`config.mk`:
```
export PLATFORM = sky130hd
export DESIGN_NAME = id_stage_pipe
export DESIGN_NICKNAME = d
export VERILOG_FILES = /design/src/rtl/id_stage_pipe.sv
export SDC_FILE = /design/constraint.sdc
export NUM_CORES = 1
export LEC_CHECK = 0
export ABC_CLOCK_PERIOD_IN_PS = 4200
export CAP_MARGIN = 30
export CELL_PAD_IN_SITES_DETAIL_PLACEMENT = 1
export CELL_PAD_IN_SITES_GLOBAL_PLACEMENT = 2
export CORE_ASPECT_RATIO = 2
export CORE_UTILIZATION = 23
export CTS_CLUSTER_SIZE = 24
export DETAILED_ROUTE_END_ITERATION = 10
export GPL_TIMING_DRIVEN = 0
export PLACE_DENSITY_LB_ADDON = 0.2
export SYNTH_ARGS = -nofsm -noshare
export SYNTH_HDL_FRONTEND = slang
export SYNTH_SLANG_ARGS = --single-unit
```
`constraint.sdc`:
```
create_clock -name clk -period 4.2 [get_ports clk]
set_input_delay 0.42 -clock clk [delete_from_list [all_inputs] [get_ports clk]]
set_output_delay 0.42 -clock clk [all_outputs]
set_load 0.01 [all_outputs]
```
`src/rtl/id_stage_pipe.sv`:
```
// ============================================================================
// Module      : id_stage_pipe
// Description : Registered RV32I decode stage. It has valid/ready handshakes
//               on both sides, load-use hazard stalling and flush.
// Revision    : 1.0 - initial release
// ============================================================================
`default_nettype none

module id_stage_pipe #(
  parameter int PC_WIDTH = 10,
  parameter int XLEN     = 32,
  parameter int RA_W     = 5
) (
  input  logic                clk,
  input  logic                rst,
  input  logic                in_valid,
  output logic                in_ready,
  input  logic [PC_WIDTH-1:0] in_pc,
  input  logic [31:0]         in_inst,
  input  logic                flush,
  output logic                rs1_re,
  output logic [RA_W-1:0]     rs1_addr,
  input  logic [XLEN-1:0]     rs1_data_i,
  output logic                rs2_re,
  output logic [RA_W-1:0]     rs2_addr,
  input  logic [XLEN-1:0]     rs2_data_i,
  output logic                out_valid,
  input  logic                out_ready,
  output logic [PC_WIDTH-1:0] out_pc,
  output logic [6:0]          out_opcode,
  output logic [2:0]          out_funct3,
  output logic [6:0]          out_funct7,
  output logic [XLEN-1:0]     out_imm,
  output logic [XLEN-1:0]     out_rs1_data,
  output logic [XLEN-1:0]     out_rs2_data,
  output logic                out_rd_we,
  output logic [RA_W-1:0]     out_rd_addr,
  output logic                out_is_load,
  output logic                out_illegal
);

  localparam logic [6:0] c_OP_LUI    = 7'b0110111;
  localparam logic [6:0] c_OP_AUIPC  = 7'b0010111;
  localparam logic [6:0] c_OP_JAL    = 7'b1101111;
  localparam logic [6:0] c_OP_JALR   = 7'b1100111;
  localparam logic [6:0] c_OP_BRANCH = 7'b1100011;
  localparam logic [6:0] c_OP_LOAD   = 7'b0000011;
  localparam logic [6:0] c_OP_STORE  = 7'b0100011;
  localparam logic [6:0] c_OP_OPIMM  = 7'b0010011;
  localparam logic [6:0] c_OP_OP     = 7'b0110011;
  localparam logic [6:0] c_OP_FENCE  = 7'b0001111;
  localparam logic [6:0] c_OP_SYSTEM = 7'b1110011;

  logic [6:0]      w_opcode;
  logic [2:0]      w_funct3;
  logic [6:0]      w_funct7;
  logic [RA_W-1:0] w_rs1;
  logic [RA_W-1:0] w_rs2;
  logic [RA_W-1:0] w_rd;
  logic [XLEN-1:0] w_imm_i;
  logic [XLEN-1:0] w_imm_s;
  logic [XLEN-1:0] w_imm_b;
  logic [XLEN-1:0] w_imm_u;
  logic [XLEN-1:0] w_imm_j;
  logic [XLEN-1:0] w_imm;
  logic            w_rs1_use;
  logic            w_rs2_use;
  logic            w_rd_use;
  logic            w_rd_we;
  logic            w_is_load;
  logic            w_illegal;
  logic            w_hazard;
  logic            w_accept;

  logic                r_out_valid;
  logic [PC_WIDTH-1:0] r_out_pc;
  logic [6:0]          r_out_opcode;
  logic [2:0]          r_out_funct3;
  logic [6:0]          r_out_funct7;
  logic [XLEN-1:0]     r_out_imm;
  logic [XLEN-1:0]     r_out_rs1_data;
  logic [XLEN-1:0]     r_out_rs2_data;
  logic                r_out_rd_we;
  logic [RA_W-1:0]     r_out_rd_addr;
  logic                r_out_is_load;
  logic                r_out_illegal;

  assign w_opcode = in_inst[6:0];
  assign w_funct3 = in_inst[14:12];
  assign w_funct7 = in_inst[31:25];
  assign w_rs1    = in_inst[19:15];
  assign w_rs2    = in_inst[24:20];
  assign w_rd     = in_inst[11:7];

  assign w_imm_i = {{(XLEN-12){in_inst[31]}}, in_inst[31:20]};
  assign w_imm_s = {{(XLEN-12){in_inst[31]}}, in_inst[31:25], in_inst[11:7]};
  assign w_imm_b = {{(XLEN-13){in_inst[31]}}, in_inst[31], in_inst[7],
                    in_inst[30:25], in_inst[11:8], 1'b0};
  assign w_imm_u = {in_inst[31:12], 12'b0};
  assign w_imm_j = {{(XLEN-21){in_inst[31]}}, in_inst[31], in_inst[19:12],
                    in_inst[20], in_inst[30:21], 1'b0};

  always_comb begin
    w_rs1_use = 1'b0;
    w_rs2_use = 1'b0;
    w_rd_use  = 1'b0;
    w_is_load = 1'b0;
    w_illegal = 1'b0;
    w_imm     = '0;
    case (w_opcode)
      c_OP_LUI, c_OP_AUIPC: begin
        w_rd_use = 1'b1;
        w_imm    = w_imm_u;
      end
      c_OP_JAL: begin
        w_rd_use = 1'b1;
        w_imm    = w_imm_j;
      end
      c_OP_JALR: begin
        w_rs1_use = 1'b1;
        w_rd_use  = 1'b1;
        w_imm     = w_imm_i;
      end
      c_OP_BRANCH: begin
        w_rs1_use = 1'b1;
        w_rs2_use = 1'b1;
        w_imm     = w_imm_b;
      end
      c_OP_LOAD: begin
        w_rs1_use = 1'b1;
        w_rd_use  = 1'b1;
        w_is_load = 1'b1;
        w_imm     = w_imm_i;
      end
      c_OP_STORE: begin
        w_rs1_use = 1'b1;
        w_rs2_use = 1'b1;
        w_imm     = w_imm_s;
      end
      c_OP_OPIMM: begin
        w_rs1_use = 1'b1;
        w_rd_use  = 1'b1;
        // Shifts carry a zero-extended shamt; funct7 keeps the SRAI select.
        if (w_funct3 == 3'b001 || w_funct3 == 3'b101)
          w_imm = {{(XLEN-5){1'b0}}, in_inst[24:20]};
        else
          w_imm = w_imm_i;
      end
      c_OP_OP: begin
        w_rs1_use = 1'b1;
        w_rs2_use = 1'b1;
        w_rd_use  = 1'b1;
      end
      c_OP_FENCE: begin
        w_imm = '0;
      end
      c_OP_SYSTEM: begin
        w_rs1_use = ~w_funct3[2];
        w_rd_use  = 1'b1;
        w_imm     = {{(XLEN-12){1'b0}}, in_inst[31:20]};
      end
      default: begin
        w_illegal = 1'b1;
      end
    endcase
  end

  assign w_rd_we  = w_rd_use & (w_rd != '0);
  assign rs1_re   = in_valid & w_rs1_use;
  assign rs2_re   = in_valid & w_rs2_use;
  assign rs1_addr = rs1_re ? w_rs1 : '0;
  assign rs2_addr = rs2_re ? w_rs2 : '0;

  // A held load with rd=x0 has no writeback, so it must never stall a reader of x0.
  assign w_hazard = r_out_valid & r_out_is_load & r_out_rd_we & in_valid &
                    ((rs1_re & (w_rs1 == r_out_rd_addr)) |
                     (rs2_re & (w_rs2 == r_out_rd_addr)));

  assign in_ready = flush | (~w_hazard & (~r_out_valid | out_ready));
  assign w_accept = in_valid & in_ready & ~flush;

  always_ff @(posedge clk or posedge rst) begin
    if (rst) begin
      r_out_valid    <= 1'b0;
      r_out_pc       <= '0;
      r_out_opcode   <= '0;
      r_out_funct3   <= '0;
      r_out_funct7   <= '0;
      r_out_imm      <= '0;
      r_out_rs1_data <= '0;
      r_out_rs2_data <= '0;
      r_out_rd_we    <= 1'b0;
      r_out_rd_addr  <= '0;
      r_out_is_load  <= 1'b0;
      r_out_illegal  <= 1'b0;
    end else if (flush) begin
      r_out_valid <= 1'b0;
    end else if (w_accept) begin
      r_out_valid    <= 1'b1;
      r_out_pc       <= in_pc;
      r_out_opcode   <= w_opcode;
      r_out_funct3   <= w_funct3;
      r_out_funct7   <= w_funct7;
      r_out_imm      <= w_imm;
      r_out_rs1_data <= rs1_re ? rs1_data_i : '0;
      r_out_rs2_data <= rs2_re ? rs2_data_i : '0;
      r_out_rd_we    <= w_rd_we;
      r_out_rd_addr  <= w_rd_we ? w_rd : '0;
      r_out_is_load  <= w_is_load;
      r_out_illegal  <= w_illegal;
    end else if (out_ready && r_out_valid) begin
      r_out_valid <= 1'b0;
    end
  end

  assign out_valid    = r_out_valid;
  assign out_pc       = r_out_pc;
  assign out_opcode   = r_out_opcode;
  assign out_funct3   = r_out_funct3;
  assign out_funct7   = r_out_funct7;
  assign out_imm      = r_out_imm;
  assign out_rs1_data = r_out_rs1_data;
  assign out_rs2_data = r_out_rs2_data;
  assign out_rd_we    = r_out_rd_we;
  assign out_rd_addr  = r_out_rd_addr;
  assign out_is_load  = r_out_is_load;
  assign out_illegal  = r_out_illegal;

endmodule

`default_nettype wire

```
==> results of run 1 <==
cells in the mapped netlist (2+ instances only):
library cell / number / share of area
o31ai_1: 6 / 0.0077
nand2_1: 38 / 0.024
a22o_1: 42 / 0.063
dfrtp_1: 132 / 0.56
inv_1: 12 / 0.0077
or4_1: 2 / 0.0026
nand3_1: 39 / 0.033
mux2_2: 32 / 0.061
o32ai_1: 5 / 0.0074
o21ai_0: 4 / 0.0034
nor2_1: 18 / 0.011
buf_4: 7 / 0.0089
xnor2_1: 5 / 0.0074
and3_1: 4 / 0.0043
and2_1: 13 / 0.014
buf_2: 10 / 0.0085
nor3_1: 6 / 0.0051
clkbuf_1: 12 / 0.0077
a21oi_1: 5 / 0.0043
buf_6: 6 / 0.011
o211a_1: 2 / 0.0034
or2_2: 3 / 0.0032
o211ai_1: 4 / 0.0051
o2bb2ai_1: 33 / 0.049
nand2b_1: 4 / 0.0043
a2bb2oi_1: 11 / 0.016
nor2b_1: 3 / 0.0032
a32oi_1: 10 / 0.015
xor2_1: 5 / 0.0074
critical path, cell delays in order:
cell and delay [ns]:
clkdlybuf4s50_1 0.61, nand2_1 0.18, o32ai_1 0.56, o21a_1 0.28, buf_4 0.22, clkbuf_1 0.34, and2_1 0.19, clkdlybuf4s50_1 0.55
sequential cells by signal, indices dropped and copies added (netlist names):
register and cells:
out_imm 32, out_rs1_data 32, out_rs2_data 32, out_pc 10, out_funct7 7, out_opcode 7
out_rd_addr 5, out_funct3 3, out_illegal 1, out_is_load 1, out_rd_we 1, out_valid 1
logic make-up after synthesis:
kind of cell	after synthesis	share of synthesized area
XOR/XNOR	10	0.01489
flip-flops	132	0.5615
AND/OR/NAND/NOR	140	0.1210
multiplexers	32	0.06125
AO/OA/AOI/OAI	135	0.1972
buffers and inverters	47	0.04423
power groups by stage:
stage          sequential, uW  combinational, uW  clock, uW
2_1_floorplan            1470                187          0
3_3_place_gp             1430                601          0
3_5_place_dp             1440                615          0
4_1_cts                  1420                618       1570
5_1_grt                  1430                648       1620
6_report                 1410                604       1520
layout make-up:
cell class,count,area (um^2)
tap,336,420.4
sequential,132,3303
fill,2803,15660
clock inverter,7,96.34
timing repair buffer,256,2575
clock buffer,24,501.7
buffer,35,215.2
multi-input combinational,317,2320
inverter,12,50.05
path summary, 6_finish.rpt:
kind | to | depth (start not counted) | slack [ns] | from
max | rs1_addr[1] | 8 | 0.44 | in_inst[1]
min | out_opcode[2] | 2 | 0.27 | in_inst[2]
max reg2reg | out_imm[16] | 7 | 1.77 | out_valid
min reg2reg | out_rs1_data[9] | 1 | 0.49 | out_rs1_data[9]
max in group asynchronous | out_pc[4] | 3 | 2.96 | rst
min in group asynchronous | out_rs2_data[6] | 2 | 0.44 | rst
per-stage QoR:
stage | hold WS (ns) | area [um^2] | setup TNS [ns]
final | 0.2677 | 9482 | 0
after global routing | 0.2635 | 9482 | 0
after CTS | 0.2472 | 9482 | 0
after detailed placement | 0.4732 | 8884 | 0
after global placement | 0.4755 | 8846 | -222.70
after floorplan | 0.5151 | 5883 | 0
layer usage:
layer  part of all wire  vias to the layer above  track usage
li1                   -                     2400            -
met5                  0                        -            0
met4              0.040                        0      0.09943
met3              0.055                       40      0.05313
met1               0.32                     2613       0.1694
met2               0.58                      196       0.3701
==> run summary, run 1 <==
Status: finished clean
DRC violations left: 0
Worst-Margin Slew: 1.060 ns
Setup bufs post-CTS: 0
Gr ovfl total: 0
H-tree level count: 4
Leakage: 0.003870 uW
Flop pwr share: 0.400
Yosys warnings: 0
Net Sw Frac: 0.2515
Proportion of layout cells with a drive suffix above 1: 0.1239
Startpoint types: input port
Post-layout min period: 3.760 ns
Power, Total: 3541 uW
Initial core utilization: 0.2340
Skew-Pair Late Insertion Delay: 0.44 ns
Clock power frac: 0.430
Yosys reg bits: 132
Nets: 882
Fin. max-slew vios: 0
Mapped Cells: 496
CP Data Arrival Time: 3.34 ns
Antenna diode count: 0
CTS tree: built
Critical path class: in2out
DIE WIDTH: 115.1 um
FP Rows: 82
Vias: 5,249
Setup violators final: 0
Final Cycle Share: 0.8953
Antenna violations before repair: 0
Drt pass-1 iters: 4
Core ar.: 25,140 um^2
Pint: 2650 uW
Unrepaired setup endpoints after global routing: no
Main synth FF type: dfrtp_1
Placer Congestion: 0.7885
Syn_area_per_cell: 11.86 um^2
Placed insts: 1,088
Post-route ant nets: 0
Area Growth Syn to Fin: 61.17%
Max Cap Viol: 0
Vias per inst: 4.691
Mapped cell area: 5883 um^2
Number of synthesized flops with an enable pin: 0
Reg clk slew, reported paths: 0.06 ns
Pre-CTS WS: 0.3743 ns
Clock sink total: 132
Rel. slew slack: 0.2873
Async SR Flop Fraction: 1.000
Finished Core Util: 0.3772
Post-synth net total: 607
Pin count of the biggest net entering global routing: 71
Chip Height: 228.2 um
Post-synthesis sequential area ratio: 0.5615
CTS Hold Bufs: 0
Vias in the first global route: 6,152
First-pass GRT wire length: 36,350 um
CP Capture Type: primary output
Achievable frequency: 265.9 MHz
Combinational share of power: 0.171
PD cells: 373.4 nW/um^2
P_sw: 890.4 uW
CP required: 3.78 ns
WL/cell: 21.00 um
Worst Hold Class: in2reg
I/O pins: 256
# port buffers: 254
Detailed placement HPWL: 18,660 um
Peak fanout along the critical path: 10
CTS Buf Count: 17
Final WL: 23,500 um
Initial DRC count: 172
CTS Buffer Depth: 2
Final Hold Vio Count: 0
Post-CTS sizing: 0
Tot GR Track Use: 0.1900
Commonest cells after routing, fill and taps aside: clkdlybuf4s50_1, dfrtp_1, a22o_1
Most common cell after layout, fill and taps aside: clkdlybuf4s50_1
Root Buffer: clkbuf_16
Final setup margin: 0.4398 ns
Die ar.: 26,260 um^2
Setup Skew: 0.01006 ns
Non-Filler Instances: 1,119
Max IR drop VDD: 205.7 uV
Synth cell types: 52
No activity file was read; power rests on OpenSTA's default activity.
==> run 2, diff against run 1 <==
Settings changed: ABC_CLOCK_PERIOD_IN_PS 4200 to 3900, CORE_UTILIZATION 23 to 26.
Clock period 4.2 ns to 3.9 ns, I/O delays scaled along.
==> run 2 against run 1 <==
  * Via count up 0.90%
  * Largest cell class unchanged
  * Total power up 13%
  * Clock skew down 0.00090 ns
==> run summary, run 2 (same netlist as run 1, synthesis figures left out) <==
# port buffers: 254
CP Data Arrival Time: 3.17 ns
CP peak stage delay: 0.54 ns
Root Buffer: clkbuf_16
Area Growth Syn to Fin: 61.63%
WL/cell: 21.51 um
Leakage: 0.003918 uW
Placed insts: 1,030
Slowest-stage cell, CP: clkdlybuf4s50_1
Initial DRC count: 144
Most common cell after layout, fill and taps aside: clkdlybuf4s50_1
Startpoint types: input port
Drt pass-1 iters: 4
Die ar.: 23,270 um^2
Skew-Pair Late Insertion Delay: 0.43 ns
CTS Hold Bufs: 0
Clock sink total: 132
Placer Congestion: 0.8013
Antenna diode count: 0
Worst-Margin Slew: 0.9987 ns
Non-Filler Instances: 1,062
PD cells: 418.9 nW/um^2
Core ar.: 22,160 um^2
Antenna violations before repair: 0
Rel. slew slack: 0.3285
Reg clk slew, reported paths: 0.05 ns
Initial core utilization: 0.2655
First-pass GRT wire length: 35,110 um
DIE WIDTH: 108.4 um
Fin Hold WS: 0.2513 ns
Max Cap Viol: 0
CP required: 3.51 ns
Tot GR Track Use: 0.2067
Setup violators final: 0
Crit path buffers/inverters: 5
CTS Buffer Depth: 2
Gr ovfl total: 0
Max IR drop VDD: 226.2 uV
Setup TNS: 0 ns
Peak fanout along the critical path: 10
DRC violations left: 0
Post-layout min period: 3.560 ns
CTS tree: built
Proportion of layout cells with a drive suffix above 1: 0.1298
CP Capture Type: primary output
Nets: 884
H-tree level count: 4
Pin count of the biggest net entering global routing: 41
Critical path class: in2out
Vias in the first global route: 6,089
Final Cycle Share: 0.9128
Chip Height: 214.7 um
Fin. max-slew vios: 0
Setup Skew: 0.009166 ns
Status: finished clean
Commonest cells after routing, fill and taps aside: clkdlybuf4s50_1, dfrtp_1, a22o_1
Family with the most delay on the worst path: buffers and inverters
Final WL: 22,850 um
Final Hold Vio Count: 0
Detailed placement HPWL: 18,170 um
CTS Buf Count: 17
CP most frequent cell: clkdlybuf4s50_1
Achievable frequency: 280.9 MHz
FP Rows: 77
Critical path, cell by cell: clkdlybuf4s50_1 > buf_2 > nand3_1 > a311oi_2 > o21a_1 > buf_4 > clkbuf_1 > and2_1 > clkdlybuf4s50_1
Vias per inst: 4.987
Vias: 5,296
Unrepaired setup endpoints after global routing: no
I/O pins: 256
Worst Hold Class: in2reg
Post-route ant nets: 0
==> run 2: cell count changes in the layout (fill, tap and decap cells not counted) <==
cell       change
clkbuf_8       -5
bufinv_16      +4
buf_12         +3
clkinv_2       +3
buf_16         -1
clkbuf_1       -1
o32ai_1        -1
o32ai_2        +1
==> run 2: worst paths after layout <==
kind / start / to / slack, ns / cells past startpoint
max: in_inst[5] / rs1_addr[0] / 0.34 / 9
min: in_inst[2] / out_opcode[2] / 0.25 / 2
max reg2reg: out_valid / out_rs2_data[7] / 1.51 / 7
min reg2reg: out_rs1_data[30] / out_rs1_data[30] / 0.49 / 1
max in group asynchronous: rst / out_pc[7] / 2.64 / 4
min in group asynchronous: rst / out_rs2_data[2] / 0.41 / 2
==> run 2: routing by layer <==
layer / share of wire / global-route usage
met5: 0 / 0
met2: 0.58 / 0.4042
met4: 0.033 / 0.08829
met3: 0.067 / 0.06551
met1: 0.32 / 0.1854
==> run 2: repair_timing <==
item	CTS	global route
buffers inserted	0	0
endpoints found under the hold margin	0	0
endpoints found under the setup margin	0	5
resized for setup	0	1
==> run 2: final cells by class <==
cell class                 instances  area (um^2)
buffer                            35        215.2
clock buffer                      18        429.2
sequential                       132         3303
clock inverter                    14        232.7
tap                              276        345.3
fill                            2424        12650
multi-input combinational        317         2327
inverter                          12        48.80
timing repair buffer             258         2608
==> run 2: metrics by stage <==
| step | setup WS [ns] | util | cell area [um^2] | total power, uW |
|---|---|---|---|---|
| floorplan | 1.561 | - | 5887 | 1785 |
| CTS | 0.1744 | 0.4288 | 9502 | 4050 |
| detailed placement | 0.1908 | 0.3989 | 8840 | 2206 |
| global route | 0.1340 | 0.4291 | 9509 | 4151 |
| finish | 0.3402 | 0.4291 | 9509 | 3983 |
| global placement | 0.2159 | 0.3960 | 8775 | 2185 |
==> run 2: report_power, final <==
group	total [uW]	internal, uW	switching, uW	leakage [uW]
Clock	1810	1190	617	0.000320
Sequential	1520	1470	55.0	0.00172
Combinational	652	371	281	0.00187
==> run 3, diff against run 2 <==
Settings changed: ABC_CLOCK_PERIOD_IN_PS 3900 to 4400, CORE_UTILIZATION 26 to 28.
Clock period 3.9 ns to 4.4 ns, I/O delays scaled along.
==> run 3 against run 2 <==
  * Critical path depth decreased by 1
  * Clock power down 25%
  * Via count is 0.62% lower
  * First-iteration DRC count grew 37%
  * Critical path type unchanged
  * Highest routed layer unchanged
==> run summary, run 3 (same netlist as run 1, synthesis figures left out) <==
Pint: 2429 uW
Combinational share of power: 0.174
Core ar.: 20,460 um^2
Final setup margin: 0.5265 ns
Pre-CTS WS: 0.5184 ns
PD cells: 349.4 nW/um^2
Vias: 5,263
Gr ovfl total: 0
CTS Hold Bufs: 0
CTS tree: built
First-pass GRT wire length: 35,140 um
Fin Hold WS: 0.3045 ns
CP required: 3.96 ns
WL/cell: 21.60 um
Post-CTS sizing: 0
FP Rows: 74
I/O pins: 256
Post-layout min period: 3.874 ns
Initial DRC count: 197
Status: finished clean
Critical path class: in2out
Worst-Margin Slew: 0.8933 ns
Multi-input gate area: 2320 um^2
Rel. slew slack: 0.3994
Leakage: 0.003855 uW
Skew-Pair Late Insertion Delay: 0.43 ns
Clock power frac: 0.412
Net Sw Frac: 0.2575
Achievable frequency: 258.2 MHz
Proportion of layout cells with a drive suffix above 1: 0.1263
# port buffers: 254
Root Buffer: clkbuf_16
Final Hold Vio Count: 0
Setup violators final: 0
Reg clk slew, reported paths: 0.06 ns
Worst Hold Class: in2reg
Detailed placement HPWL: 17,710 um
Chip Height: 207.0 um
Pin count of the biggest net entering global routing: 100
Setup TNS: 0 ns
Startpoint types: input port
Fill cells: 2,220
DIE WIDTH: 104.5 um
Peak fanout along the critical path: 10
Unrepaired setup endpoints after global routing: no
Post-route ant nets: 0
Vias in the first global route: 6,031
Max IR drop VDD: 288.5 uV
Clock sink total: 132
Tot GR Track Use: 0.2177
Final WL: 22,680 um
Nets: 882
Max Cap Viol: 0
Antenna violations before repair: 0
Drt pass-1 iters: 4
Commonest cells after routing, fill and taps aside: clkdlybuf4s50_1, dfrtp_1, a22o_1
Placer Congestion: 0.8254
H-tree level count: 4
Antenna diode count: 0
Die ar.: 21,630 um^2
DRC violations left: 0
Power, Total: 3271 uW
CP Capture Type: primary output
Placed insts: 1,017
Fin. max-slew vios: 0
Setup bufs post-CTS: 0
CP Data Arrival Time: 3.43 ns
Final Cycle Share: 0.8803
Vias per inst: 5.012
CTS Buf Count: 17
Initial core utilization: 0.2875
Non-Filler Instances: 1,050
Flop pwr share: 0.413
P_sw: 842.4 uW
Most common cell after layout, fill and taps aside: clkdlybuf4s50_1
CTS Buffer Depth: 2
FF+latch area: 3303 um^2
Area Growth Syn to Fin: 59.12%
Setup Skew: 0.008487 ns
[run 3: final timing paths]
path | start | to | slack (ns) | depth (start not counted)
setup / recovery | in_inst[4] | rs1_addr[2] | 0.53 | 8
hold / removal | in_inst[2] | out_opcode[2] | 0.30 | 2
setup reg to reg | out_valid | out_rs2_data[8] | 1.97 | 7
hold reg to reg | out_rs1_data[23] | out_rs1_data[23] | 0.49 | 1
max in group asynchronous | rst | out_rs2_data[14] | 3.19 | 3
min in group asynchronous | rst | out_opcode[2] | 0.37 | 2
[run 3: through the flow]
stage / cell area, um^2 / util
after global routing: 9361 / 0.4575
after global placement: 8758 / 0.4280
after detailed placement: 8791 / 0.4296
after floorplan: 5883 / -
final: 9361 / 0.4575
after CTS: 9354 / 0.4571
[run 3: final cells by class]
type / count / share of cell area
buffer: 35 / 0.02299
clock buffer: 20 / 0.04878
clock inverter: 12 / 0.01136
inverter: 12 / 0.005346
multi-input combinational: 317 / 0.2478
sequential: 132 / 0.3528
tap: 266 / 0.03555
timing repair buffer: 256 / 0.2753
[run 3: power groups by stage]
stage,Combinational [uW],Sequential [uW],Clock (uW)
final,570,1350,1350
after global routing,613,1360,1440
after CTS,582,1350,1390
after detailed placement,579,1370,0
after global placement,564,1370,0
after floorplan,179,1400,0
[run 3: critical path: stages]
cell	delay (ns)
clkdlybuf4s50_1	0.45
nand4b_1	0.32
o32ai_1	0.66
o21a_1	0.27
buf_4	0.19
clkbuf_1	0.34
and2_1	0.19
clkdlybuf4s50_1	0.55
[run 3: per-layer routing]
layer	GRT usage	routed length, um
met1	0.2080	7500
met2	0.4326	13350
met3	0.05149	1224
met4	0.09745	612
met5	0	0
